<file path="src/rtl/pe_2d.sv">
// 2x2 output-stationary systolic MAC array: row operands shift right, column
// operands shift down, and each PE accumulates a*b in place (modulo 2^W).

module pe_2d_cell #(
  parameter int W = 8
) (
  input  logic         clk,
  input  logic         rstn,
  input  logic         en,
  input  logic [W-1:0] a,
  input  logic [W-1:0] b,
  output logic [W-1:0] a_q,
  output logic [W-1:0] b_q,
  output logic [W-1:0] acc
);

  logic [2*W-1:0] prod;

  assign prod = a * b;

  // Only the low W bits of the product matter since the sum wraps at 2^W.
  always_ff @(posedge clk or negedge rstn) begin
    if (!rstn) begin
      acc <= '0;
      a_q <= '0;
      b_q <= '0;
    end else if (en) begin
      acc <= acc + prod[W-1:0];
      a_q <= a;
      b_q <= b;
    end
  end

endmodule

module pe_2d #(
  parameter int CONV4_WIDTH = 8
) (
  input  logic                     clk,
  input  logic                     rstn,
  input  logic                     en,
  input  logic [2*CONV4_WIDTH-1:0] i_r1,
  input  logic [2*CONV4_WIDTH-1:0] i_r2,
  output logic [4*CONV4_WIDTH-1:0] o_mat
);

  localparam int W = CONV4_WIDTH;

  logic [W-1:0] a_in [2][2];
  logic [W-1:0] b_in [2][2];
  logic [W-1:0] a_q  [2][2];
  logic [W-1:0] b_q  [2][2];
  logic [W-1:0] acc  [2][2];

  for (genvar r = 0; r < 2; r++) begin : g_row
    for (genvar c = 0; c < 2; c++) begin : g_col
      // Left column takes the edge operand; others take the neighbour's a_q.
      if (c == 0) begin : g_a_edge
        assign a_in[r][c] = i_r1[r*W +: W];
      end else begin : g_a_fwd
        assign a_in[r][c] = a_q[r][c-1];
      end

      if (r == 0) begin : g_b_edge
        assign b_in[r][c] = i_r2[c*W +: W];
      end else begin : g_b_fwd
        assign b_in[r][c] = b_q[r-1][c];
      end

      pe_2d_cell #(.W(W)) u_cell (
        .clk  (clk),
        .rstn (rstn),
        .en   (en),
        .a    (a_in[r][c]),
        .b    (b_in[r][c]),
        .a_q  (a_q[r][c]),
        .b_q  (b_q[r][c]),
        .acc  (acc[r][c])
      );

      assign o_mat[(2*r+c)*W +: W] = acc[r][c];
    end
  end

  // Forwarded values leaving the right and bottom edges have no consumer.
  logic unused_edge_fwd;
  assign unused_edge_fwd = ^{a_q[0][1], a_q[1][1], b_q[1][0], b_q[1][1]};

endmodule

</file>
<file path="config.mk">
export PLATFORM = sky130hd
export DESIGN_NAME = pe_2d
export DESIGN_NICKNAME = d
export VERILOG_FILES = /design/src/rtl/pe_2d.sv
export SDC_FILE = /design/constraint.sdc
export NUM_CORES = 1
export LEC_CHECK = 0
export ABC_AREA = 1
export BUFFER_PORTS_ARGS = -buffer_cell sky130_fd_sc_hd__buf_2
export CORE_MARGIN = 5
export CORE_UTILIZATION = 60
export DETAILED_ROUTE_END_ITERATION = 7
export PLACE_DENSITY_LB_ADDON = 0.2
export SLEW_MARGIN = 20
export SYNTH_ARGS = -nofsm -noshare
export SYNTH_HDL_FRONTEND = slang
export SYNTH_HIERARCHICAL = 1
export SYNTH_SLANG_ARGS = --single-unit
</file>
<file path="constraint.sdc">
create_clock -name clk -period 4.55 [get_ports clk]
set_input_delay 0.91 -clock clk [delete_from_list [all_inputs] [get_ports clk]]
set_output_delay 0.91 -clock clk [all_outputs]
set_load 0.02 [all_outputs]
</file>
# Word level (Yosys, flattened, before mapping)
# Index checks and enable logic that the tools add are counted.
[totals]
reg_bits = 64
output_inout_bits = 32
elab_cells = 16
[classes]
n_addsub = 4
mul = 4
[ops]
columns = ["operator", "count"]
rows = [
  ["adder 8 bit", 4],
  ["multiplier 8 x 8 -> 8 bit", 4],
]

# Longest topological paths before layout
# Gate-level depths: netlist of run 1.
[depth]
ltp_word = 2
depth_mapped = 22
mapped_depth_nobuf = 21

# Cells and area by module
# The synthesis of run 1 kept the hierarchy.
[modules_own_cells]
columns = ["module", "instances", "cells_each", "area_each_um2", "seq_area_each_um2"]
rows = [
  ["pe_2d_cell (g_row[0].g_col[0].u_cell ...)", 2, 294, 2159.6, 600.6],
  ["pe_2d_cell (g_row[1].g_col[1].u_cell)", 1, 297, 2164.6, 600.6],
  ["pe_2d_cell (g_row[1].g_col[0].u_cell)", 1, 296, 2134.5, 600.6],
]

# Worst setup path before layout of run 1
# Ideal clock, no wire load.
[synth_timing]
kind = "input to register"
start = "input i_r2[1]"
end = "register g_row[0].g_col[0].u_cell.acc[7]"
setup_time_ns = 0.117
arrival_time_ns = 4.148
slack_ns = 0.285
cell_stages = 20
n_path_buf = 1
path_cell_list = "buf_6 -> nand2_1 -> fa_1 -> inv_1 -> fa_1 -> inv_1 -> fa_1 -> fa_1 -> inv_1 -> ha_1 -> nand2_1 -> nand2_1 -> nor2_1 -> nand3_1 -> nand2_2 -> inv_2 -> nand2_2 -> nand3_1 -> nand3_1 -> nand2_1"
[synth_between]
elab_chain_cells = 2
[synth_rtl]
columns = ["element", "line", "text"]
rows = [
  ["start: declaration", "43", "input logic [2*CONV4_WIDTH-1:0] i_r2,"],
  ["multiplier 8 x 8 -> 8 bit", "19", "assign prod = a * b;"],
  ["adder 8 bit", "28", "acc <= acc + prod[W-1:0];"],
  ["end signal: assignment", "28", ""],
  ["end: declaration", "14", "output logic [W-1:0] acc"],
]
# Every way passes these cells.
# A chain may end at the register's enable or synchronous reset.

# Worst setup path in the final report of run 1
[layout_timing]
start = "input i_r1[5]"
end = "register g_row[0].g_col[0].u_cell.acc[7]"
[layout_between]
elab_chain_cells = 2
[layout_rtl]
columns = ["element", "line", "text"]
rows = [
  ["start: declaration", "42", "input logic [2*CONV4_WIDTH-1:0] i_r1,"],
  ["multiplier 8 x 8 -> 8 bit", "19", ""],
  ["adder 8 bit", "28", ""],
]
# Every way passes these cells.

==> results.ini, run 1 <==
[final_layout]
fin_area_sq_um=8110
layout-drive-gt1-share_pct=11.0
nets=1280
area_delta_synth_final_pct=8.76
mostFrequentLayoutCells=nand2_1, inv_1, fa_1, ha_1, buf_2
fillers=1094
fin_cells=1277
layout_commonest_cell=nand2_1
antenna_cells=0

[setup_path]
crit_chain=buf_2 > nand2_1 > fa_1 > inv_1 > fa_1 > inv_1 > fa_1 > fa_1 > inv_1 > ha_1 > nand2_1 > nand2_1 > nor2_1 > nand3_1 > nand2_2 > nand2_1 > nand2_1 > nand2_1 > nand3_1 > nand2_1
rrSetupSlack_ns=0.66
rr_worst_depth=19
crit_top_cell=nand2_1
end_kind=flop
r2r-start=g_row[0].g_col[0].u_cell/b_q[0]$_DFFE_PN0P_
timing.rr.end=g_row[1].g_col[0].u_cell/acc[7]$_DFFE_PN0P_
cp_slowest_cell=fa_1
required_ns=4.77
critical-path-top-delay-family=adder cells
crit_type=input pin to flop
worst_path_largest_cell_delay_ns=0.54
critPathBufInv=4
startpoint_type=input pin
cp.arrival_ns=4.35
path_max_fanout=5

[place]
placed_cell_area_sq_um=7800
hpwl_um=12400
gp_congestion=0.848
dp_cells=1262
io_buffers=66
place_ws_ns=0.0837

[logic_synthesis]
avgSynthCellArea_sq_um=7.08
synthesis.instances=1053
yosys_warnings=6
synth_area_sq_um=7460
syn-num-nets=1228

[timing]
finalCritPeriodShare_pct=90.7
rsz0062_at_grt=no
hold_viol=0
worst_pin_slew_ns=0.844
drv_slew=0
finalClockSkew_ns=0.0109
final-setup-viol-count=0
period_needed_ns=4.13
final.setup.tns_ns=0
setup_ws_ns=0.423
fmax_mhz=242
relSlewSlack_pct=43.7
whs_ns=0.494

[routing]
vias=6162
vias_per_cell=4.83
routed_wl_um=15600
drt_iter0_markers=343
ant_nets=0
post_drt_wl_per_cell_um=12.2
drc_errors=0
dr.pass1.iters=5

[min_path]
whs_path_depth=2
holdCritStartpoint=g_row[1].g_col[0].u_cell/a_q[7]$_DFFE_PN0P_
hold_path.class=flop to flop
hold_end=g_row[1].g_col[0].u_cell/a_q[7]$_DFFE_PN0P_

[pwr]
powerDensity_nw_per_um2=583
vdd_ir_drop_max_v=0.000469
p_clk_share_pct=15.1
switching_share_pct=48.2
p_sw_w=0.00228
p_seq_share_pct=19.2
p_int_w=0.00245
p_comb_share_pct=65.7
p_leak_nw=5.21

[clock_tree]
cts_hold_buffers=0
clkLatencyLatePin_ns=0.33
cts_root_buffer=clkbuf_16
cts_buffer_depth=2
cts_resized=0
numCtsBuffers=9
cts_setup_buffers=0
path_clk_slew_ns=0.06
cts_tree=yes
cts_sinks=64
h-tree-depth=3

[die]
num_io_pins=67
fp-row-count=40
die_area_sq_um=14800
core_area_sq_um=12100
dieHeight_um=121
die_w_um=121
initial_core_util_pct=61.6

[flow_run]
drv_cap=0

[global_routing]
grt_pass1_vias=5879
grt_start_max_net_pins=65
track_usage_pct=22.9
antenna_found_initial=0
grt_pass1_wl_um=27200
grt.overflow.total=0

[status]
outcome=complete, no violations

[power by group through the flow]
stage                     sequential (W)  combinational (W)  clock, W
after detailed placement        0.000917            0.00312         0
after CTS                       0.000912            0.00314  0.000722
after floorplan                  0.00104            0.00228         0
after global routing            0.000939            0.00365  0.000744
after global placement          0.000915            0.00299         0
final                           0.000909            0.00311  0.000712
[sequential cells by signal, indices dropped and copies added (netlist names)]
name                    cells
g_row.g_col.u_cell/a_q     16
g_row.g_col.u_cell/acc     32
g_row.g_col.u_cell/b_q     16
[area by class of cell]
type                       instances  area (sq um)  share of cell area (%)
clock buffer                      12           267                    3.29
tap                              168           210                    2.59
clock inverter                     3          40.0                   0.494
timing repair buffer              78           420                    5.18
multi-input combinational        694          4600                    56.8
sequential                        64          1600                    19.7
inverter                         258           968                    11.9
[worst max path at each step]
stage | from | end | slack, ns | depth (start not counted)
after floorplan | i_r2[1] | g_row[0].g_col[0].u_cell/acc[7]$_DFFE_PN0P_ | 0.28 | 20
after global placement | i_r1[5] | g_row[0].g_col[0].u_cell/acc[7]$_DFFE_PN0P_ | 0.12 | 20
after detailed placement | i_r1[5] | g_row[0].g_col[0].u_cell/acc[7]$_DFFE_PN0P_ | 0.08 | 20
after CTS | i_r1[5] | g_row[0].g_col[0].u_cell/acc[7]$_DFFE_PN0P_ | 0.42 | 20
after global routing | i_r1[13] | g_row[1].g_col[0].u_cell/acc[7]$_DFFE_PN0P_ | 0.16 | 20
final | i_r1[5] | g_row[0].g_col[0].u_cell/acc[7]$_DFFE_PN0P_ | 0.42 | 20
[worst reg2reg max path, cell delays in order, from the launching register on]
cell and delay, ns:
dfrtp_1 0.48, nand2_1 0.11, fa_1 0.49, inv_1 0.06, fa_1 0.50, inv_1 0.05
fa_1 0.46, fa_1 0.54, inv_1 0.04, ha_1 0.30, inv_1 0.09, o21bai_1 0.06
a31oi_1 0.19, nand3_1 0.10, nand2_1 0.09, inv_1 0.04, nand2_1 0.04, nand2_1 0.04
nand2_1 0.05, nand2_1 0.05
[stage by stage]
stage / utilization, % / total power [W]
after floorplan: - / 0.00332
after global placement: 64.4 / 0.00390
after detailed placement: 64.4 / 0.00403
after CTS: 67.0 / 0.00478
after global routing: 67.0 / 0.00533
final: 67.0 / 0.00473
[layer usage]
| metal | part of all wire, % | GRT usage, % |
|---|---|---|
| met1 | 45 | 29.4 |
| met2 | 50 | 40.3 |
| met3 | 3.5 | 4.29 |
| met4 | 1.3 | 4.62 |
| met5 | 0 | 0 |
Power figures use the tool's default switching activity.
==> run 2, diff against run 1 <==
--- a/config.mk
+++ b/config.mk
@@ -14,5 +14,4 @@
 export SLEW_MARGIN = 20
 export SYNTH_ARGS = -nofsm -noshare
 export SYNTH_HDL_FRONTEND = slang
-export SYNTH_HIERARCHICAL = 1
 export SYNTH_SLANG_ARGS = --single-unit
==> constraint.sdc (replaced) <==
create_clock -name clk -period 4.55 [get_ports clk]
set_input_delay 0.91 -clock clk [delete_from_list [all_inputs] [get_ports clk]]
set_output_delay 0.91 -clock clk [all_outputs]
set_load 0.05 [all_outputs]
==> results.ini, run 2 <==
[die]
die_w_um=120  ; -1.1%
dieHeight_um=120  ; -1.1%
initial_core_util_pct=60.8  ; -0.73 points
core_area_sq_um=12000  ; -1.2%
die_area_sq_um=14400  ; -2.2%
num_io_pins=67  ; unchanged
fp-row-count=40  ; unchanged

[clock_tree]
cts_resized=0  ; unchanged
h-tree-depth=3  ; unchanged
cts_setup_buffers=0  ; unchanged
numCtsBuffers=9  ; unchanged
cts_hold_buffers=0  ; unchanged
cts_root_buffer=clkbuf_16
cts_sinks=64  ; unchanged
cts_buffer_depth=2  ; unchanged
cts_tree=yes
path_clk_slew_ns=0.05  ; about the same
clkLatencyLatePin_ns=0.33  ; about the same

[setup_path]
startpoint_type=input pin
worst_path_largest_cell_delay_ns=0.56  ; +0.02 ns
cp_slowest_cell=fa_1
end_kind=flop
rr_worst_depth=19  ; unchanged
required_ns=4.77  ; about the same
crit_chain=buf_2 > nand2_1 > fa_1 > inv_1 > fa_1 > inv_1 > fa_1 > fa_1 > inv_1 > ha_1 > a21oi_1 > nand2_1 > nand2_1 > nand2_1 > inv_1 > nand2_1 > nand2_1 > inv_1 > nand2_1 > nand2_1 > nand2_1 > nand2_1
path_max_fanout=4  ; -1
crit_type=input pin to flop
crit_top_cell=nand2_1
cp.arrival_ns=4.41  ; +0.06 ns

[global_routing]
grt_pass1_wl_um=27200  ; about the same
grt.overflow.total=0  ; unchanged
antenna_found_initial=0  ; unchanged
grt_pass1_vias=6117  ; +4.0%
grt_start_max_net_pins=67  ; +3.1%
track_usage_pct=23.1  ; +0.23 points

[logic_synthesis]
yosysSeqAreaShare_pct=22.0
syn-num-nets=1179  ; -4.0%
synth_area_sq_um=7280  ; -2.4%
synthArstFlopShare_pct=100
synth.most_common_cell=nand2_1
synthesis.instances=1004  ; -4.7%
synthTopCellsByCount=nand2_1, inv_1, fa_1, ha_1, dfrtp_1
ys_types=23
yosysTopAreaCell=dfrtp_1
synth_edf_count=0
synth_seq_cells=64
synth_flop_cell=dfrtp_1
avgSynthCellArea_sq_um=7.25  ; +2.3%
synth_area_leaders=dfrtp_1, nand2_1, fa_1
yosys_warnings=0  ; -6
synth_top_area_share_pct=22.0

[status]
outcome=complete, no violations

[final_layout]
largest_reg_flops=32  ; unchanged
area_delta_synth_final_pct=9.42
antenna_cells=0  ; unchanged
layout-drive-gt1-share_pct=10.5  ; -0.46 points
fin_util_pct=66.6  ; -0.39 points
nets=1233  ; -3.7%
mostFrequentLayoutCells=nand2_1, inv_1, fa_1, ha_1, buf_2
regMostFlops=g_row.g_col.u_cell.acc
top_regs=g_row.g_col.u_cell.acc: 32 flops, g_row.g_col.u_cell.a_q: 16 flops, g_row.g_col.u_cell.b_q: 16 flops
layout_commonest_cell=nand2_1

[routing]
drc_errors=0  ; unchanged
vias_per_cell=4.95  ; +2.6%
vias=5993  ; -2.7%
ant_nets=0  ; unchanged
dr.pass1.iters=5  ; unchanged
drt_iter0_markers=299  ; -13%
routed_wl_um=15200  ; -2.7%
post_drt_wl_per_cell_um=12.6  ; +2.6%

[timing]
final-setup-viol-count=0  ; unchanged
finalCritPeriodShare_pct=92.1  ; +1.4 points
worst_pin_slew_ns=1.03  ; +0.186 ns
finalClockSkew_ns=0.00441  ; -0.00653 ns
hold_viol=0  ; unchanged
rsz0062_at_grt=no
setup_ws_ns=0.358  ; -0.0644 ns
relSlewSlack_pct=31.2  ; -12 points
final.setup.tns_ns=0  ; unchanged
fmax_mhz=239  ; -1.5%
drv_slew=0  ; unchanged
period_needed_ns=4.19  ; +0.0644 ns

[flow_run]
drv_cap=0  ; unchanged

[pwr]
p_leak_nw=5.02  ; -3.6%
powerDensity_nw_per_um2=630  ; +8.1%
vdd_ir_drop_max_v=0.000431  ; -8.1%

[min_path]
hold_path.class=flop to flop
whs_path_depth=2  ; unchanged

[place]
gp_congestion=0.860  ; +1.4%
hpwl_um=12000  ; -3.3%
io_buffers=66  ; unchanged
place_ws_ns=0.0410  ; -0.0427 ns

-- run 2: changes by cell type in the layout (fill, tap and decap cells not counted), moves of 4 or more --
cell     previous run  this run
nand2_1           433       403
inv_1             247       227
xnor2_1             3         8
xor2_1              4        12
nand2_2            19        15
o21ai_0            18        22
a21oi_1             6        10
-- run 2: path summary, 6_finish.rpt --
check                                                         endpoint  slack [ns]                                   startpoint
hold / removal             g_row[0].g_col[0].u_cell.a_q[7]$_DFFE_PN0P_        0.49  g_row[0].g_col[0].u_cell.a_q[7]$_DFFE_PN0P_
setup / recovery           g_row[1].g_col[0].u_cell.acc[7]$_DFFE_PN0P_        0.36                                     i_r1[14]
hold reg to reg            g_row[0].g_col[0].u_cell.a_q[7]$_DFFE_PN0P_        0.49  g_row[0].g_col[0].u_cell.a_q[7]$_DFFE_PN0P_
max in group asynchronous  g_row[0].g_col[1].u_cell.acc[7]$_DFFE_PN0P_        3.00                                         rstn
setup reg to reg           g_row[1].g_col[1].u_cell.acc[7]$_DFFE_PN0P_        0.43  g_row[0].g_col[1].u_cell.b_q[1]$_DFFE_PN0P_
min in group asynchronous  g_row[1].g_col[0].u_cell.acc[4]$_DFFE_PN0P_        0.65                                         rstn
-- run 2: cell families after synthesis --
kind of cell | after synthesis | synth area share (%)
and+or+nand+nor | 478 | 26.4
buffers and inverters | 267 | 14.8
DFF | 64 | 22.0
adders and majority gates | 140 | 31.5
xor gates and xnor gates | 23 | 3.08
AOI/OAI and AO/OA | 32 | 2.20
-- run 2: worst max-delay path, delay by kind of cell --
kind                       cells  cell delay, ns
and+or+nand+nor               10            0.59
adders and majority gates      5            2.36
AOI/OAI and AO/OA              1            0.17
buffers and inverters          6            0.38
-- run 2: per-stage QoR --
| step | total power, W | std cells | hold WS (ns) | cell area, sq um |
|---|---|---|---|---|
| 2_1_floorplan | 0.00360 | 1004 | 0.464 | 7280 |
| 3_3_place_gp | 0.00420 | 1194 | 0.479 | 7660 |
| 3_5_place_dp | 0.00433 | 1194 | 0.484 | 7660 |
| 6_report | 0.00502 | 1210 | 0.492 | 7960 |
| 5_1_grt | 0.00565 | 1210 | 0.543 | 7960 |
| 4_1_cts | 0.00509 | 1210 | 0.498 | 7960 |
-- run 2: where the power goes --
group	internal, W	leakage, nW	switching, W
clock	0.000452	0.150	0.000249
combinational	0.00124	4.09	0.00218
sequential	0.000741	0.781	0.000155
total	0.00244	5.02	0.00258
-- run 2: cell type report --
class,instances,area (sq um)
multi-input combinational,673,4600
fill,1033,4000
sequential,64,1600
inverter,235,882
timing repair buffer,75,398
clock buffer,13,260
tap,147,184
clock inverter,3,40.0
-- run 2: metal layers --
| layer | up-vias | GRT usage, % | part of all wire (%) |
|---|---|---|---|
| li1 | 3029 | - | - |
| met1 | 2809 | 30.4 | 45 |
| met2 | 124 | 38.5 | 48 |
| met3 | 31 | 3.58 | 4.7 |
| met4 | 0 | 9.16 | 2.3 |
| met5 | - | 0 | 0 |
==> run 3, diff against run 2 <==
--- a/config.mk
+++ b/config.mk
@@ -9,6 +9,7 @@
 export BUFFER_PORTS_ARGS = -buffer_cell sky130_fd_sc_hd__buf_2
 export CORE_MARGIN = 5
 export CORE_UTILIZATION = 60
+export CTS_BUF_LIST = sky130_fd_sc_hd__clkbuf_8
 export DETAILED_ROUTE_END_ITERATION = 7
 export PLACE_DENSITY_LB_ADDON = 0.2
 export SLEW_MARGIN = 20
==> results.ini, run 3 (synthesis gave the netlist of run 2 again) <==
[pwr]
vdd_ir_drop_max_v=0.000426  ; -1.1%
p_sw_w=0.00255  ; -1.3%
powerDensity_nw_per_um2=611  ; -3.0%
p_seq_share_pct=18.6  ; +0.7 points
p_clk_share_pct=10.6  ; -3.4 points
switching_share_pct=53.1  ; +1.6 points
p_leak_nw=4.98  ; -0.76%
p_comb_share_pct=70.8  ; +2.6 points
p_int_w=0.00226  ; -7.3%

[final_layout]
layout_commonest_cell=nand2_1
regMostFlops=g_row.g_col.u_cell.acc
top_regs=g_row.g_col.u_cell.acc: 32 flops, g_row.g_col.u_cell.a_q: 16 flops, g_row.g_col.u_cell.b_q: 16 flops
nets=1233  ; unchanged
layout-drive-gt1-share_pct=10.5  ; unchanged
largest_reg_flops=32  ; unchanged
mostFrequentLayoutCells=nand2_1, inv_1, fa_1, ha_1, buf_2
area_delta_synth_final_pct=8.03
antenna_cells=0  ; unchanged

[global_routing]
track_usage_pct=23.1  ; -0.027 points
grt.overflow.total=0  ; unchanged
grt-busiest-layer=met2
use_met1_pct=30.8  ; +0.40 points
grt_start_max_net_pins=67  ; unchanged
grt.met3_usage_pct=4.05  ; +0.47 points
grt_pass1_vias=6076  ; -0.67%
antenna_found_initial=0  ; unchanged
grt_pass1_wl_um=27100  ; -0.25%
use_met2_pct=38.5  ; +0.070 points

[clock_tree]
numCtsBuffers=9  ; unchanged
cts_hold_buffers=0  ; unchanged
cts_setup_buffers=0  ; unchanged
cts_tree=yes
clkLatencyLatePin_ns=0.35  ; +0.02 ns
cts_buffer_depth=2  ; unchanged
cts_sinks=64  ; unchanged
h-tree-depth=3  ; unchanged
cts_resized=0  ; unchanged
cts_root_buffer=clkbuf_8
path_clk_slew_ns=0.07  ; +0.02 ns

[status]
outcome=complete, no violations

[timing]
finalClockSkew_ns=0.00648  ; +0.00208 ns
setup_ws_ns=0.411  ; +0.0523 ns
final.setup.tns_ns=0  ; unchanged
hold_viol=0  ; unchanged
worst_pin_slew_ns=1.03  ; -0.0000147 ns
fmax_mhz=242  ; +1.3%
period_needed_ns=4.14  ; -0.0523 ns
final-setup-viol-count=0  ; unchanged
drv_slew=0  ; unchanged
finalCritPeriodShare_pct=91.0  ; -1.2 points
rsz0062_at_grt=no
relSlewSlack_pct=31.2  ; about the same

[routing]
ant_nets=0  ; unchanged
drt_iter0_markers=293  ; -2.0%
vias=5960  ; -0.55%
post_drt_wl_per_cell_um=12.5  ; -0.91%
vias_per_cell=4.93  ; -0.55%
drc_errors=0  ; unchanged
routed_wl_um=15100  ; -0.91%
dr.pass1.iters=7  ; +2

[setup_path]
end_kind=flop
required_ns=4.84  ; +0.07 ns
timing.rr.end=g_row[1].g_col[1].u_cell.acc[7]$_DFFE_PN0P_
crit_chain=buf_2 > nand2_1 > fa_1 > inv_1 > fa_1 > inv_1 > fa_1 > fa_1 > inv_1 > ha_1 > a21oi_1 > nand2_1 > nand2_1 > nand2_1 > inv_1 > nand3_1 > nand2_1 > inv_1 > nand2_2 > nand3_2 > nand2_2
crit_type=input pin to flop
startpoint_type=input pin
path_max_fanout=8  ; +4
rrSetupSlack_ns=0.45  ; +0.02 ns
r2r-start=g_row[0].g_col[1].u_cell.b_q[1]$_DFFE_PN0P_
rr_worst_depth=19  ; unchanged
cp_slowest_cell=fa_1
worst_path_largest_cell_delay_ns=0.54  ; -0.02 ns
cp.arrival_ns=4.43  ; +0.02 ns

[die]
core_area_sq_um=12000  ; unchanged
dieHeight_um=120  ; unchanged
die_w_um=120  ; unchanged
fp-row-count=40  ; unchanged
num_io_pins=67  ; unchanged
die_area_sq_um=14400  ; unchanged
initial_core_util_pct=60.8  ; unchanged

[min_path]
hold_path.class=flop to flop
hold_end=g_row[0].g_col[0].u_cell.a_q[7]$_DFFE_PN0P_
whs_path_depth=2  ; unchanged
holdCritStartpoint=g_row[0].g_col[0].u_cell.a_q[7]$_DFFE_PN0P_

[place]
io_buffers=66  ; unchanged
place_ws_ns=0.0410  ; unchanged
gp_congestion=0.860  ; unchanged
hpwl_um=12000  ; unchanged

[flow_run]
drv_cap=0  ; unchanged

run 3: cell type report:
class,count,area (sq um)
Multi-Input combinational cell,673,4600
Fill cell,1047,4100
Sequential cell,64,1600
Inverter,235,882
Timing Repair Buffer,75,398
Tap cell,147,184
Clock buffer,11,151
Clock inverter,5,47.5
run 3: metrics by stage:
| stage | std cells | cell area (sq um) | hold slack, ns | utilization, % | power [W] |
|---|---|---|---|---|---|
| 3_3_place_gp | 1194 | 7660 | 0.479 | 64.1 | 0.00420 |
| 2_1_floorplan | 1004 | 7280 | 0.464 | - | 0.00360 |
| 5_1_grt | 1210 | 7860 | 0.547 | 65.7 | 0.00545 |
| 6_report | 1210 | 7860 | 0.497 | 65.7 | 0.00481 |
| 4_1_cts | 1210 | 7860 | 0.503 | 65.7 | 0.00487 |
| 3_5_place_dp | 1194 | 7660 | 0.484 | 64.1 | 0.00433 |
run 3: worst max path at each step:
stage | slack (ns) | end | start | cells past startpoint
CTS | 0.42 | g_row[1].g_col[0].u_cell.acc[7]$_DFFE_PN0P_ | i_r1[14] | 22
finish | 0.41 | g_row[0].g_col[1].u_cell.acc[7]$_DFFE_PN0P_ | i_r2[8] | 21
global route | 0.13 | g_row[1].g_col[1].u_cell.acc[7]$_DFFE_PN0P_ | g_row[0].g_col[1].u_cell.b_q[1]$_DFFE_PN0P_ | 19
detailed placement | 0.04 | g_row[0].g_col[1].u_cell.acc[7]$_DFFE_PN0P_ | i_r2[8] | 21
floorplan | 0.24 | g_row[0].g_col[1].u_cell.acc[7]$_DFFE_PN0P_ | i_r2[9] | 20
global placement | 0.13 | g_row[0].g_col[1].u_cell.acc[7]$_DFFE_PN0P_ | i_r2[8] | 21
run 3: worst max-delay path: cells and delay by family:
| family | cells | cell delay, ns |
|---|---|---|
| buffers and inverters | 6 | 0.40 |
| and+or+nand+nor | 9 | 0.63 |
| AOI/OAI and AO/OA | 1 | 0.19 |
| adders and majority gates | 5 | 2.30 |
run 3: metal layers:
metal / wire length (um) / vias up
met5: 0 / -
met4: 200 / 0
met3: 660 / 18
met2: 7260 / 125
met1: 6950 / 2791
li1: - / 3026
run 3: power groups by stage:
stage               logic (W)  registers, W  clock network (W)
floorplan             0.00227       0.00133                  0
global placement      0.00330      0.000902                  0
detailed placement    0.00343      0.000902                  0
CTS                   0.00346      0.000895           0.000519
global route          0.00398      0.000926           0.000542
finish                0.00341      0.000894           0.000507
